==> src/rtl/arb_mux_2x1_pkg.sv <==
// Shared types and constants for the two-input round-robin arbitrating mux.
package arb_pkg;

    typedef enum logic {
        EMPTY = 1'b0,
        FULL  = 1'b1
    } state_e;

    localparam logic SRC_A = 1'b0;
    localparam logic SRC_B = 1'b1;

    localparam int unsigned CNT_W = 8;

endpackage

==> src/rtl/arb_mux_2x1_if.sv <==
// Requester/downstream bundle for arb_mux_2x1; master drives requests and out_ready.
interface arb_mux_2x1_if #(
    parameter int unsigned WIDTH = 8
);
    logic             req_a;
    logic [WIDTH-1:0] data_a;
    logic             gnt_a;
    logic             req_b;
    logic [WIDTH-1:0] data_b;
    logic             gnt_b;
    logic             out_valid;
    logic [WIDTH-1:0] out_data;
    logic             out_ready;
    logic             sel;

    modport master (
        output req_a, data_a, req_b, data_b, out_ready,
        input  gnt_a, gnt_b, out_valid, out_data, sel
    );

    modport slave (
        input  req_a, data_a, req_b, data_b, out_ready,
        output gnt_a, gnt_b, out_valid, out_data, sel
    );
endinterface

==> src/rtl/rr_pick2.sv <==
// Combinational two-way round-robin pick; a tie goes to the source not granted last.
module rr_pick2
    import arb_pkg::*;
(
    input  logic req_a,
    input  logic req_b,
    input  logic last_src,
    input  logic can_accept,
    output logic gnt_a,
    output logic gnt_b
);

    always_comb begin
        gnt_a = 1'b0;
        gnt_b = 1'b0;
        if (can_accept) begin
            if (req_a && req_b) begin
                gnt_a = (last_src == SRC_B);
                gnt_b = (last_src == SRC_A);
            end else begin
                gnt_a = req_a;
                gnt_b = req_b;
            end
        end
    end

endmodule

==> src/rtl/arb_mux_2x1.sv <==
// Two-requester round-robin arbiter feeding a one-word output register.
// Optional grant counters enabled by defining ARB_GRANT_CNT_EN.
module arb_mux_2x1
    import arb_pkg::*;
#(
    parameter int unsigned WIDTH = 8
) (
    input  logic             clk,
    input  logic             rst_n,
    arb_mux_2x1_if.slave     bus
`ifdef ARB_GRANT_CNT_EN
    ,
    output logic [CNT_W-1:0] cnt_a,
    output logic [CNT_W-1:0] cnt_b
`endif
);

    state_e           state_q, state_d;
    logic             last_src_q;
    logic             sel_q;
    logic [WIDTH-1:0] data_q;
    logic             can_accept;
    logic             granted;

    // Reset gates can_accept so no grant is issued while rst_n is low.
    always_comb begin
        bus.out_valid = (state_q == FULL);
        can_accept    = rst_n && ((state_q == EMPTY) || bus.out_ready);
        bus.out_data  = data_q;
        bus.sel       = sel_q;
    end

    rr_pick2 u_pick (
        .req_a      (bus.req_a),
        .req_b      (bus.req_b),
        .last_src   (last_src_q),
        .can_accept (can_accept),
        .gnt_a      (bus.gnt_a),
        .gnt_b      (bus.gnt_b)
    );

    assign granted = bus.gnt_a || bus.gnt_b;

    always_comb begin
        state_d = state_q;
        if (granted) begin
            state_d = FULL;
        end else if ((state_q == FULL) && bus.out_ready) begin
            state_d = EMPTY;
        end
    end

    always_ff @(posedge clk) begin
        if (!rst_n) begin
            state_q <= EMPTY;
        end else begin
            state_q <= state_d;
        end
    end

    // last_src resets to B so the first tie goes to A.
    always_ff @(posedge clk) begin
        if (!rst_n) begin
            data_q     <= '0;
            sel_q      <= SRC_A;
            last_src_q <= SRC_B;
        end else if (bus.gnt_a) begin
            data_q     <= bus.data_a;
            sel_q      <= SRC_A;
            last_src_q <= SRC_A;
        end else if (bus.gnt_b) begin
            data_q     <= bus.data_b;
            sel_q      <= SRC_B;
            last_src_q <= SRC_B;
        end
    end

`ifdef ARB_GRANT_CNT_EN
    always_ff @(posedge clk) begin
        if (!rst_n) begin
            cnt_a <= '0;
            cnt_b <= '0;
        end else begin
            if (bus.gnt_a && (cnt_a != '1)) cnt_a <= cnt_a + 1'b1;
            if (bus.gnt_b && (cnt_b != '1)) cnt_b <= cnt_b + 1'b1;
        end
    end
`endif

endmodule

==> src/flat_wrapper.sv <==
// flat-port wrapper written by rule: the top's interface ports become plain ports
module arb_mux_2x1_flat import arb_pkg::*;
#(
    parameter int unsigned WIDTH = 8
)
  (clk, rst_n, bus_req_a, bus_data_a, bus_req_b, bus_data_b, bus_out_ready, bus_gnt_a, bus_gnt_b, bus_out_valid, bus_out_data, bus_sel);
  arb_mux_2x1_if #(.WIDTH(WIDTH)) bus_i ();
  input  logic clk;
  input  logic rst_n;
  input wire logic [$bits(bus_i.req_a)-1:0] bus_req_a;
  input wire logic [$bits(bus_i.data_a)-1:0] bus_data_a;
  input wire logic [$bits(bus_i.req_b)-1:0] bus_req_b;
  input wire logic [$bits(bus_i.data_b)-1:0] bus_data_b;
  input wire logic [$bits(bus_i.out_ready)-1:0] bus_out_ready;
  output wire logic [$bits(bus_i.gnt_a)-1:0] bus_gnt_a;
  output wire logic [$bits(bus_i.gnt_b)-1:0] bus_gnt_b;
  output wire logic [$bits(bus_i.out_valid)-1:0] bus_out_valid;
  output wire logic [$bits(bus_i.out_data)-1:0] bus_out_data;
  output wire logic [$bits(bus_i.sel)-1:0] bus_sel;
  assign bus_i.req_a = bus_req_a;
  assign bus_i.data_a = bus_data_a;
  assign bus_i.req_b = bus_req_b;
  assign bus_i.data_b = bus_data_b;
  assign bus_i.out_ready = bus_out_ready;
  assign bus_gnt_a = bus_i.gnt_a;
  assign bus_gnt_b = bus_i.gnt_b;
  assign bus_out_valid = bus_i.out_valid;
  assign bus_out_data = bus_i.out_data;
  assign bus_sel = bus_i.sel;
  arb_mux_2x1 #(.WIDTH(WIDTH)) u_core (.clk(clk), .rst_n(rst_n), .bus(bus_i));
endmodule
==> config.mk <==
export PLATFORM = sky130hd
export DESIGN_NAME = arb_mux_2x1_flat
export DESIGN_NICKNAME = d
export VERILOG_FILES = /design/src/rtl/arb_mux_2x1_pkg.sv /design/src/rtl/arb_mux_2x1_if.sv /design/src/rtl/rr_pick2.sv /design/src/rtl/arb_mux_2x1.sv /design/src/flat_wrapper.sv
export SDC_FILE = /design/constraint.sdc
export NUM_CORES = 1
export LEC_CHECK = 0
export ABC_AREA = 1
export CAP_MARGIN = 0
export CORE_MARGIN = 5
export CORE_UTILIZATION = 34
export DETAILED_ROUTE_END_ITERATION = 7
export HOLD_SLACK_MARGIN = 0.15
export PLACE_DENSITY = 0.79
export SLEW_MARGIN = 25
export SYNTH_ARGS = -nofsm -noshare
export SYNTH_HDL_FRONTEND = slang
export SYNTH_SLANG_ARGS = --single-unit
==> constraint.sdc <==
create_clock -name clk -period 1 [get_ports clk]
set_input_delay 0.2 -clock clk [delete_from_list [all_inputs] [get_ports clk]]
set_output_delay 0.2 -clock clk [all_outputs]
set_load 0.01 [all_outputs]
Yosys cells after proc, flatten, opt, wreduce, memory -nomap -nowiden
Cells that the tools add are included.
{ "totals": {"input_bits": 21, "ff_bits": 11, "wordCells": 25} }
{ "classes": {"mux": 10, "n_bitwise": 3, "reduce_logical": 8} }
{ "op_table": {"columns": ["operator", "count"], "rows": [
  ["$mux 8", 2],
  ["$mux 1", 8],
  ["$reduce_bool 2->1", 2],
  ["$logic_and 1x1->1", 3],
  ["$not 1->1", 3],
  ["$logic_or 1x1->1", 2],
  ["$reduce_or 2->1", 1]
]} }

Longest topological paths before layout
Gate-level depths: netlist of the first run.
{ "depth": {"word_depth": 6, "mapped_depth": 8, "depth_no_buf": 8} }

Modules after synthesis
A second synthesis of the first run with hierarchy kept.
{ "unflattened": {"cells_unflattened": 78, "area_unflattened_um2": 519.2} }
{ "modules_own_cells": {"columns": ["mod", "area_per_inst_um2", "instances", "cells_each"], "rows": [
  ["arb_mux_2x1", 498.0, 1, 73],
  ["rr_pick2", 21.3, 1, 5]
]} }

Worst setup path after synthesis of the first run
Ideal clock, no wire load.
{ "synth_path": {"kind": "register -> output", "start": "register u_core.last_src_q", "end": "output port bus_gnt_a", "t_required_ns": 0.800, "path_stages_with_launch": 6, "arrival_ns": 0.896, "setup_slack_ns": -0.096, "path_cell_list": "dfxtp_1 > nand2_1 > nand2_2 > nand2_4 > buf_6 > inv_1"} }
{ "synth_via": {"elab_chain_len": 2} }
{ "synth_rtl": {"columns": ["item", "line", "rtl"], "rows": [
  ["from (decl)", "arb_mux_2x1.sv:19", "logic last_src_q;"],
  ["from (signal assigned)", "arb_mux_2x1.sv:66", "last_src_q <= SRC_B;"],
  ["from (signal assigned)", "arb_mux_2x1.sv:70", "last_src_q <= SRC_A;"],
  ["from (signal assigned)", "arb_mux_2x1.sv:74", "last_src_q <= SRC_B;"],
  ["$mux 1", "rr_pick2.sv:17", "if (req_a && req_b) begin"],
  ["$mux 1", "rr_pick2.sv:16", "if (can_accept) begin"],
  ["to (decl)", "flat_wrapper.sv:15", "output wire logic [$bits(bus_i.gnt_a)-1:0] bus_gnt_a;"]
]} }
No other way between the ends.

Worst setup path in the final report of the first run
{ "layout_path": {"start": "register u_core.state_q (netlist: u_core.bus.out_valid)", "end": "register u_core.data_q[2] (netlist: u_core.bus.out_data[2])"} }
{ "layout_via": {"elab_chain_len": 5} }
{ "layout_rtl": {"columns": ["item", "line", "rtl"], "rows": [
  ["from (decl)", "arb_mux_2x1.sv:18", "state_e state_q, state_d;"],
  ["from (signal assigned)", "arb_mux_2x1.sv:57", "state_q <= state_d;"],
  ["$not 1->1 (*)", "arb_mux_2x1.sv:28", "can_accept = rst_n && ((state_q == EMPTY) || bus.out_ready);"],
  ["$logic_or 1x1->1 (*)", "arb_mux_2x1.sv:28", null],
  ["$logic_and 1x1->1 (*)", "arb_mux_2x1.sv:28", null],
  ["$mux 1", "rr_pick2.sv:16", null],
  ["$mux 8 / $reduce_bool 2->1 (equally long branches)", null, null],
  ["to (signal assigned)", "arb_mux_2x1.sv:68", "data_q <= bus.data_a;"],
  ["to (signal assigned)", "arb_mux_2x1.sv:72", "data_q <= bus.data_b;"],
  ["to (decl)", "arb_mux_2x1.sv:21", "logic [WIDTH-1:0] data_q;"]
]} }
Every way passes the cells marked *; elsewhere a longest branch is shown, timed or not.
A chain may end at the register's enable or synchronous reset.

==> results.py, run 1 <==
metrics = {
    "drt": {
        "routed_wl_mm": 2.430,
        "dr.pass1.iters": 4,
        "vias": 817,
        "drcViolationCount": 0,
        "post_drt_wl_per_cell_um": 14.13,
        "ant_nets": 0,
        "viasPerCell": 4.750,
        "drtIter0Drc": 25,
    },
    "clocking": {
        "cts_hold_buf": 0,
        "cts-root-buf": "clkbuf_4",
        "clk_pin_slew_ns": 0.07,
        "cts_tree": "done",
        "clock_sinks": 11,
        "cts_buffer_depth": 2,
        "cts_buffers": 3,
        "clk-insertion-delay-late_ns": 0.29,
        "cts-htree-levels": 1,
    },
    "yosys": {
        "syn_avg_cell_area_um2": 7.007,
        "syn_inst": 90,
        "ys_seq_elements": 11,
        "synth.yosys.seq_area_share": 0.3492,
        "syn-num-nets": 111,
        "netlist_area_um2": 630.6,
        "synth-warning-count": 0,
        "yosys.cell_types.count": 16,
    },
    "worst_setup_path": {
        "slowest_delay_ns": 0.36,
        "r2r_cells": 9,
        "crit_family": "buffers and inverters",
        "rr_startpoint": "u_core.bus.out_valid",
        "cp_max_fo": 5,
        "crit_required_ns": 1.18,
        "crit_type": "reg2reg",
        "regToRegSetupSlack_ns": -0.37,
        "critPathLaunchType": "flop",
        "cp-end-kind": "flop",
        "arrival_ns": 1.55,
        "path_buf_inv": 3,
        "slowest_stage": "dfxtp_4",
        "r2r_end": "u_core.bus.out_data[2]",
        "crit_chain": "a21oi_4 -> buf_6 -> nand2_8 -> buf_4 -> buf_12 -> nand2_1 -> nand2_1 -> nor2_1 -> nor2_1",
    },
    "sta": {
        "max_freq_ghz": 0.7320,
        "hold_viol": 0,
        "setup_viol": 14,
        "drv_slew": 0,
        "min_period_over_period": 1.366,
        "setup_slack_ns": -0.3662,
        "period_minus_slack_ns": 1.366,
        "skew_ns": 0.002547,
        "slew_headroom": 0.8607,
        "grt_setup_unrepaired": "yes",
        "tns_ns": -3.955,
        "tightest_slew_ns": 0.2085,
    },
    "die": {
        "io_pins": 33,
        "rows": 15,
        "initial_core_util": 0.3613,
        "fp.coreArea_um2": 1745,
        "dieWidth_um": 53.07,
        "die_y_um": 53.07,
        "die_area_um2": 2816,
    },
    "min_path": {
        "min_path_cells": 4,
        "worstHoldStart": "bus_req_b",
        "hold_path.class": "in2reg",
        "hold_end": "u_core.last_src_q",
    },
    "placement": {
        "place_hpwl_mm": 1.317,
        "io_buffers": 32,
        "gp_congestion": 0.7820,
        "dp_slack_ns": -0.8809,
        "post-place-cells": 155,
        "placedInstanceArea_um2": 1064,
    },
    "global_route": {
        "grt_pass1_vias": 749,
        "grt-ovfl-total": 0,
        "grt.total_usage": 0.1539,
        "antenna_found_initial": 0,
        "grt_pass1_wl_mm": 3.174,
        "grt_max_degree": 18,
    },
    "power_and_ir_drop": {
        "p_leak_nw": 0.6290,
        "power.density_nw_per_um2": 1144,
        "peakVddDrop_mv": 0.6638,
    },
    "layout": {
        "fin_util": 0.7441,
        "fin_cells": 172,
        "num_antenna_cells": 0,
        "fillCellCount": 120,
        "fin_nets": 169,
        "areaGrowthSynthToFinish_pct": 106.0,
        "multi_input_area_um2": 442.9,
        "final_common_cell": "nand2_1",
        "regArea_um2": 229.0,
        "drive_gt1_frac": 0.4354,
        "mostFrequentLayoutCells": "nand2_1 (20), nor2_1 (17), clkdlybuf4s50_1 (16)",
        "finish.instance_area_um2": 1299,
    },
    "status": {
        "failed_checks": "negative setup slack",
        "status": "finished, violations left",
    },
    "flow_run": {
        "drv_cap": 0,
    },
}
-- worst max-delay path by stage --
stage                                         to                  from  depth (start not counted)  slack [ns]
after floorplan                        bus_gnt_a     u_core.last_src_q                          5      -0.008
after global placement                 bus_gnt_a                 rst_n                          6       -0.86
after detailed placement               bus_gnt_a                 rst_n                          6       -0.88
after CTS                              bus_gnt_b  u_core.bus.out_valid                          5       -0.31
after global routing      u_core.bus.out_data[2]  u_core.bus.out_valid                          9       -0.45
final                     u_core.bus.out_data[2]  u_core.bus.out_valid                          9       -0.37
-- layout make-up --
cell class | instances | share of cell area
inverters | 6 | 0.02119
multi-input cells | 71 | 0.3410
clock buffers | 4 | 0.02023
well taps | 25 | 0.02408
repair buffers | 55 | 0.4171
flip-flops and latches | 11 | 0.1763
-- kinds of logic after synthesis --
logic type	share of synthesized area
and+or+nand+nor	0.4881
DFF	0.3492
buffers and inverters	0.09324
AOI/OAI and AO/OA	0.06946
-- metal layers --
metal	vias to the layer above	global-route usage	share of wire
li1	404	-	-
met1	376	0.1855	0.42
met2	35	0.2645	0.52
met3	2	0.01127	0.053
met4	0	0.08936	0.015
met5	-	0	0
-- what timing repair did --
action                                  in CTS  in global routing
gates resized for setup                     65                 19
cloned                                       1                  3
setup buffers                                5                  5
endpoints found under the setup margin      23                 14
pin swaps                                    2                  7
-- tightest hold or removal path: cells and delay by family --
kind            cells  cell delay (ns)
buf+inv             2             0.27
simple gates        1             0.04
compound gates      1             0.14
-- flip-flops by register name, indices dropped and copies added, names as in the netlist --
signal	count
u_core.bus.out_data	8
u_core.bus.out_valid	1
u_core.last_src_q	1
u_core.bus.sel	1
-- stage by stage --
step,hold WS [ns],total power [mW]
after floorplan,0.3982,0.7749
after global placement,0.4783,1.006
after detailed placement,0.4951,1.017
after CTS,0.3773,1.348
after global routing,0.4146,1.564
final,0.3803,1.486
-- power by group --
group          total, mW  switching [mW]  internal [mW]
clock              0.332           0.176          0.156
sequential         0.511          0.0243          0.486
combinational      0.644           0.294          0.350
total               1.49           0.494          0.991
-- Yosys cell counts --
cell type | number | area share
buf_6 | 3 | 0.054
inv_4 | 1 | 0.0099
nand2_1 | 28 | 0.17
o21ai_2 | 1 | 0.014
nand3b_1 | 8 | 0.095
a21oi_1 | 2 | 0.016
nand3_1 | 8 | 0.063
inv_2 | 1 | 0.0059
nor3_2 | 1 | 0.016
inv_1 | 4 | 0.024
dfxtp_1 | 11 | 0.35
a211o_1 | 1 | 0.014
nor2_1 | 17 | 0.10
nand2_2 | 1 | 0.0099
a21oi_4 | 1 | 0.026
nand2_4 | 2 | 0.036
(Power assumes the default switching activity.)
==> inputs of run 2 (changes only) <==
--- a/config.mk
+++ b/config.mk
@@ -9,3 +9,3 @@
 export CAP_MARGIN = 0
-export CORE_MARGIN = 5
+export CORE_MARGIN = 8
 export CORE_UTILIZATION = 34
@@ -14,3 +14,3 @@
 export PLACE_DENSITY = 0.79
-export SLEW_MARGIN = 25
+export SLEW_MARGIN = 10
 export SYNTH_ARGS = -nofsm -noshare
==> constraint.sdc (replaced) <==
create_clock -name clk -period 1 [get_ports clk]
set_input_delay 0.1 -clock clk [delete_from_list [all_inputs] [get_ports clk]]
set_output_delay 0.1 -clock clk [all_outputs]
set_load 0.01 [all_outputs]
==> run 2 against run 1 <==
The run still ends with negative setup slack left. First-iteration DRC count is 56% lower. Flip-flop and latch count stayed put. Cell count is 4.1% lower. Critical path type unchanged. Largest power group unchanged. Combinational power up 2%. Hold slack worse by 0.052 ns. Clock power is 5% lower. Critical path depth decreased by 2.
==> results.py, run 2 (synthesis results as in run 1) <==
metrics = {
    "clocking": {
        "cts_tree": "done",
        "cts_buffers": 3,
        "clk-insertion-delay-late_ns": 0.27,
        "clock_sinks": 11,
        "clk_pin_slew_ns": 0.08,
        "cts_hold_buf": 0,
        "cts-root-buf": "clkbuf_4",
        "cts_buffer_depth": 2,
        "cts-htree-levels": 1,
    },
    "sta": {
        "grt_setup_unrepaired": "yes",
        "setup_slack_ns": -0.2532,
        "period_minus_slack_ns": 1.253,
        "slew_headroom": 0.8136,
        "min_period_over_period": 1.253,
        "max_freq_ghz": 0.7980,
        "skew_ns": 0.003247,
        "hold_viol": 0,
        "tightest_slew_ns": 0.2796,
        "setup_viol": 15,
        "drv_slew": 0,
    },
    "worst_setup_path": {
        "crit_chain": "a21oi_4 -> buf_6 -> nand2_4 -> buf_6 -> nand3b_1 -> nand2_1 -> nor2_1",
        "crit_type": "reg2reg",
        "crit_top_cell": "buf_6",
        "slowest_delay_ns": 0.34,
        "critPathLaunchType": "flop",
        "arrival_ns": 1.45,
        "cp_max_fo": 8,
        "cp-end-kind": "flop",
        "slowest_stage": "dfxtp_2",
        "regToRegSetupSlack_ns": -0.25,
        "crit_required_ns": 1.20,
    },
    "layout": {
        "fin_cells": 165,
        "largest_reg_flops": 8,
        "mostFrequentLayoutCells": "clkdlybuf4s50_1 (16), nand2_1 (13), nor2_1 (12)",
        "fillCellCount": 121,
        "final_common_cell": "clkdlybuf4s50_1",
        "num_antenna_cells": 0,
        "drive_gt1_frac": 0.4286,
        "areaGrowthSynthToFinish_pct": 106.5,
        "fin_nets": 162,
    },
    "global_route": {
        "grt_pass1_wl_mm": 3.995,
        "grt.total_usage": 0.1469,
        "antenna_found_initial": 0,
        "grt-ovfl-total": 0,
        "grt_pass1_vias": 873,
        "grt_max_degree": 11,
    },
    "placement": {
        "gp_congestion": 0.7585,
        "io_buffers": 32,
        "place_hpwl_mm": 1.478,
        "post-place-cells": 153,
    },
    "drt": {
        "ant_nets": 0,
        "drcViolationCount": 0,
        "viasPerCell": 5.109,
        "vias": 843,
        "dr.pass1.iters": 5,
        "routed_wl_mm": 2.706,
        "post_drt_wl_per_cell_um": 16.40,
        "drtIter0Drc": 11,
    },
    "status": {
        "status": "finished, violations left",
        "failed_checks": "negative setup slack",
    },
    "power_and_ir_drop": {
        "power.density_nw_per_um2": 1144,
        "power_mw": 1.490,
        "p_leak_nw": 0.6082,
        "peakVddDrop_mv": 0.7853,
    },
    "die": {
        "dieWidth_um": 59.07,
        "io_pins": 33,
        "initial_core_util": 0.3613,
        "die_area_um2": 3489,
        "die_y_um": 59.07,
        "fp.coreArea_um2": 1745,
        "rows": 15,
    },
    "flow_run": {
        "drv_cap": 0,
    },
    "min_path": {
        "hold_path.class": "in2reg",
    },
}
run 2: changes by cell type in the layout (fill, tap and decap cells not counted), sizes merged:
cell / before / now
buf: 32 / 18
clkbuf: 7 / 6
clkdlybuf4s15: 0 / 6
dlygate4sd2: 4 / 6
run 2: timing repair:
item | CTS | global route
setup endpoints to repair | 22 | 21
pin swaps | 7 | 17
resized for setup | 49 | 29
buffers inserted | 3 | 1
gates cloned | 3 | 1
run 2: final cells by class:
type	instances	area, um2	share of cell area
multi-input cells	71	464.2	0.3564
inverters	6	30.03	0.02305
well taps	25	31.28	0.02402
clock buffers	4	26.28	0.02017
flip-flops and latches	11	222.7	0.1710
repair buffers	48	528.0	0.4054
run 2: layer usage:
layer	share of wire	vias to the layer above	GRT usage	wire length [um]
li1	-	393	-	-
met1	0.38	398	0.1474	1021
met2	0.51	43	0.2601	1377
met3	0.082	9	0.04772	223
met4	0.030	0	0.08191	82
met5	0	-	0	0
run 2: per-stage QoR:
stage                     utilization  hold WS [ns]  TNS (ns)  instance area, um2  setup WS [ns]
after global placement         0.5957        0.5068    -6.079                1040        -0.6076
after floorplan                     -        0.2982  -0.04932               654.4      -0.006091
after detailed placement       0.5957        0.5350    -6.599                1040        -0.6392
final                          0.7462        0.3284    -2.484                1303        -0.2532
after global routing           0.7462        0.3435    -3.086                1303        -0.2961
after CTS                      0.6896        0.3494    -1.769                1204        -0.2210
run 2: where the power goes:
part	leakage (nW)	internal [mW]	switching (mW)
combinational	0.502	0.345	0.311
clock	0.0150	0.154	0.163
sequential	0.0913	0.487	0.0301
total	0.608	0.986	0.504
run 2: critical path, delay by kind of cell, from the launching register on:
family	cells	cell delay [ns]
simple gates	4	0.39
flops	1	0.34
buf+inv	2	0.30
compound gates	1	0.15
run 2: worst paths after layout:
check / start / to / depth (start not counted)
max reg2reg: u_core.bus.out_valid / u_core.bus.out_data[6] / 7
max: u_core.bus.out_valid / u_core.bus.out_data[6] / 7
min reg2reg: u_core.bus.out_data[0] / u_core.bus.out_data[0] / 3
min: bus_req_b / u_core.last_src_q / 4
==> inputs of run 3 (changes only) <==
Settings changed: ABC_CLOCK_PERIOD_IN_PS set to 1000, SKIP_LAST_GASP set to 1.
==> run 3 against run 2 <==
Cell count unchanged. Critical path depth decreased by 2. Non-clock buffer count unchanged. Worst setup slack improved by 0.025 ns. Routed wire length decreased by 13%. The flow still finishes with violations (negative setup slack). Cell area decreased by 3.2%. Clock skew decreased by 0.0019 ns. Core utilization decreased by 2.4 points. Clock power decreased by 4%. Register-to-register slack improved by 0.03 ns. First-iteration DRC count increased by 82%. Die area unchanged.
==> results.py, run 3 (synthesis results as in run 1) <==
metrics = {
    "status": {
        "status": "finished, violations left",
        "failed_checks": "negative setup slack",
    },
    "die": {
        "initial_core_util": 0.3613,
        "die_y_um": 59.07,
        "io_pins": 33,
        "rows": 15,
        "dieWidth_um": 59.07,
        "fp.coreArea_um2": 1745,
        "die_area_um2": 3489,
    },
    "min_path": {
        "worstHoldStart": "bus_req_b",
        "hold_path.class": "in2reg",
    },
    "clocking": {
        "clock_sinks": 11,
        "clk-insertion-delay-late_ns": 0.26,
        "cts_tree": "done",
        "clk_pin_slew_ns": 0.07,
        "cts_buffers": 3,
        "cts-root-buf": "clkbuf_4",
        "cts_hold_buf": 0,
        "cts-htree-levels": 1,
        "cts_buffer_depth": 2,
    },
    "sta": {
        "setup_slack_ns": -0.2278,
        "skew_ns": 0.001300,
        "grt_setup_unrepaired": "yes",
        "slew_headroom": 0.8458,
        "period_minus_slack_ns": 1.228,
        "max_freq_ghz": 0.8145,
        "setup_viol": 14,
        "min_period_over_period": 1.228,
        "hold_viol": 0,
        "tightest_slew_ns": 0.2304,
        "drv_slew": 0,
    },
    "global_route": {
        "grt-ovfl-total": 0,
        "grt.total_usage": 0.1425,
        "grt_max_degree": 11,
        "grt_pass1_wl_mm": 3.870,
        "grt_pass1_vias": 854,
        "antenna_found_initial": 0,
    },
    "worst_setup_path": {
        "crit_required_ns": 0.90,
        "arrival_ns": 1.13,
        "regToRegSetupSlack_ns": -0.22,
        "rr_startpoint": "u_core.bus.out_valid",
        "critPathLaunchType": "flop",
        "cp-end-kind": "primary output",
        "crit_type": "reg2out",
        "cp_max_fo": 3,
        "cp-startpoint": "u_core.bus.out_valid",
    },
    "layout": {
        "num_antenna_cells": 0,
        "finish.instance_area_um2": 1261,
        "fin_nets": 162,
        "final_common_cell": "nand2_1",
        "drive_gt1_frac": 0.3143,
        "fin_cells": 165,
        "areaGrowthSynthToFinish_pct": 100.0,
        "largest_reg_flops": 8,
        "mostFrequentLayoutCells": "nand2_1 (24), nor2_1 (16), clkdlybuf4s50_1 (16)",
    },
    "placement": {
        "io_buffers": 32,
        "placedInstanceArea_um2": 1040,
        "place_hpwl_mm": 1.478,
        "dp_slack_ns": -0.6392,
        "gp_congestion": 0.7585,
        "post-place-cells": 153,
    },
    "drt": {
        "routed_wl_mm": 2.353,
        "drtIter0Drc": 20,
        "post_drt_wl_per_cell_um": 14.26,
        "vias": 787,
        "ant_nets": 0,
        "drcViolationCount": 0,
        "dr.pass1.iters": 4,
        "viasPerCell": 4.770,
    },
    "flow_run": {
        "drv_cap": 0,
    },
    "power_and_ir_drop": {
        "power_mw": 1.430,
        "power.density_nw_per_um2": 1134,
        "p_leak_nw": 0.5993,
        "peakVddDrop_mv": 0.6996,
    },
}
## run 3: final cells by class
class,count,area [um2]
repair buffers,48,535.5
fillers,126,484.2
multi-input cells,71,412.9
flip-flops and latches,11,222.7
inverters,6,32.53
well taps,25,31.28
clock buffers,4,26.28
## run 3: where the power goes
part / switching (mW) / internal (mW)
clock network: 0.150 / 0.154
logic: 0.278 / 0.335
registers: 0.0264 / 0.487
## run 3: per-stage QoR
step / utilization / TNS [ns] / hold WS (ns)
2_1_floorplan: - / -0.04932 / 0.2982
3_3_place_gp: 0.5957 / -6.079 / 0.5068
3_5_place_dp: 0.5957 / -6.599 / 0.5350
4_1_cts: 0.6853 / -1.919 / 0.3494
5_1_grt: 0.7226 / -2.681 / 0.3530
6_report: 0.7226 / -1.987 / 0.3333
## run 3: critical path, cell delays in order, from the launching register on
cell and delay (ns):
dfxtp_2 0.34, a21oi_4 0.15, buf_6 0.16, nand2_4 0.07, inv_4 0.06, buf_6 0.09
## run 3: final timing paths
| path | to | cells after the start |
|---|---|---|
| setup / recovery | bus_gnt_b | 5 |
| hold / removal | u_core.last_src_q | 4 |
| setup reg to reg | u_core.bus.out_data[3] | 8 |
| hold reg to reg | u_core.bus.sel | 2 |
## run 3: layer usage
metal  track usage  up-vias  wire length, um
met5             0        -                0
met4       0.07167        0               55
met3       0.03905        6              132
met2        0.2555       30             1151
met1        0.1474      356             1013
li1              -      395                -
## run 3: timing repair
item,4_1_cts,5_1_grt
gates resized for setup,46,15
setup endpoints to repair,22,20
pin swaps,7,8
setup buffers,3,1
gates cloned,3,1
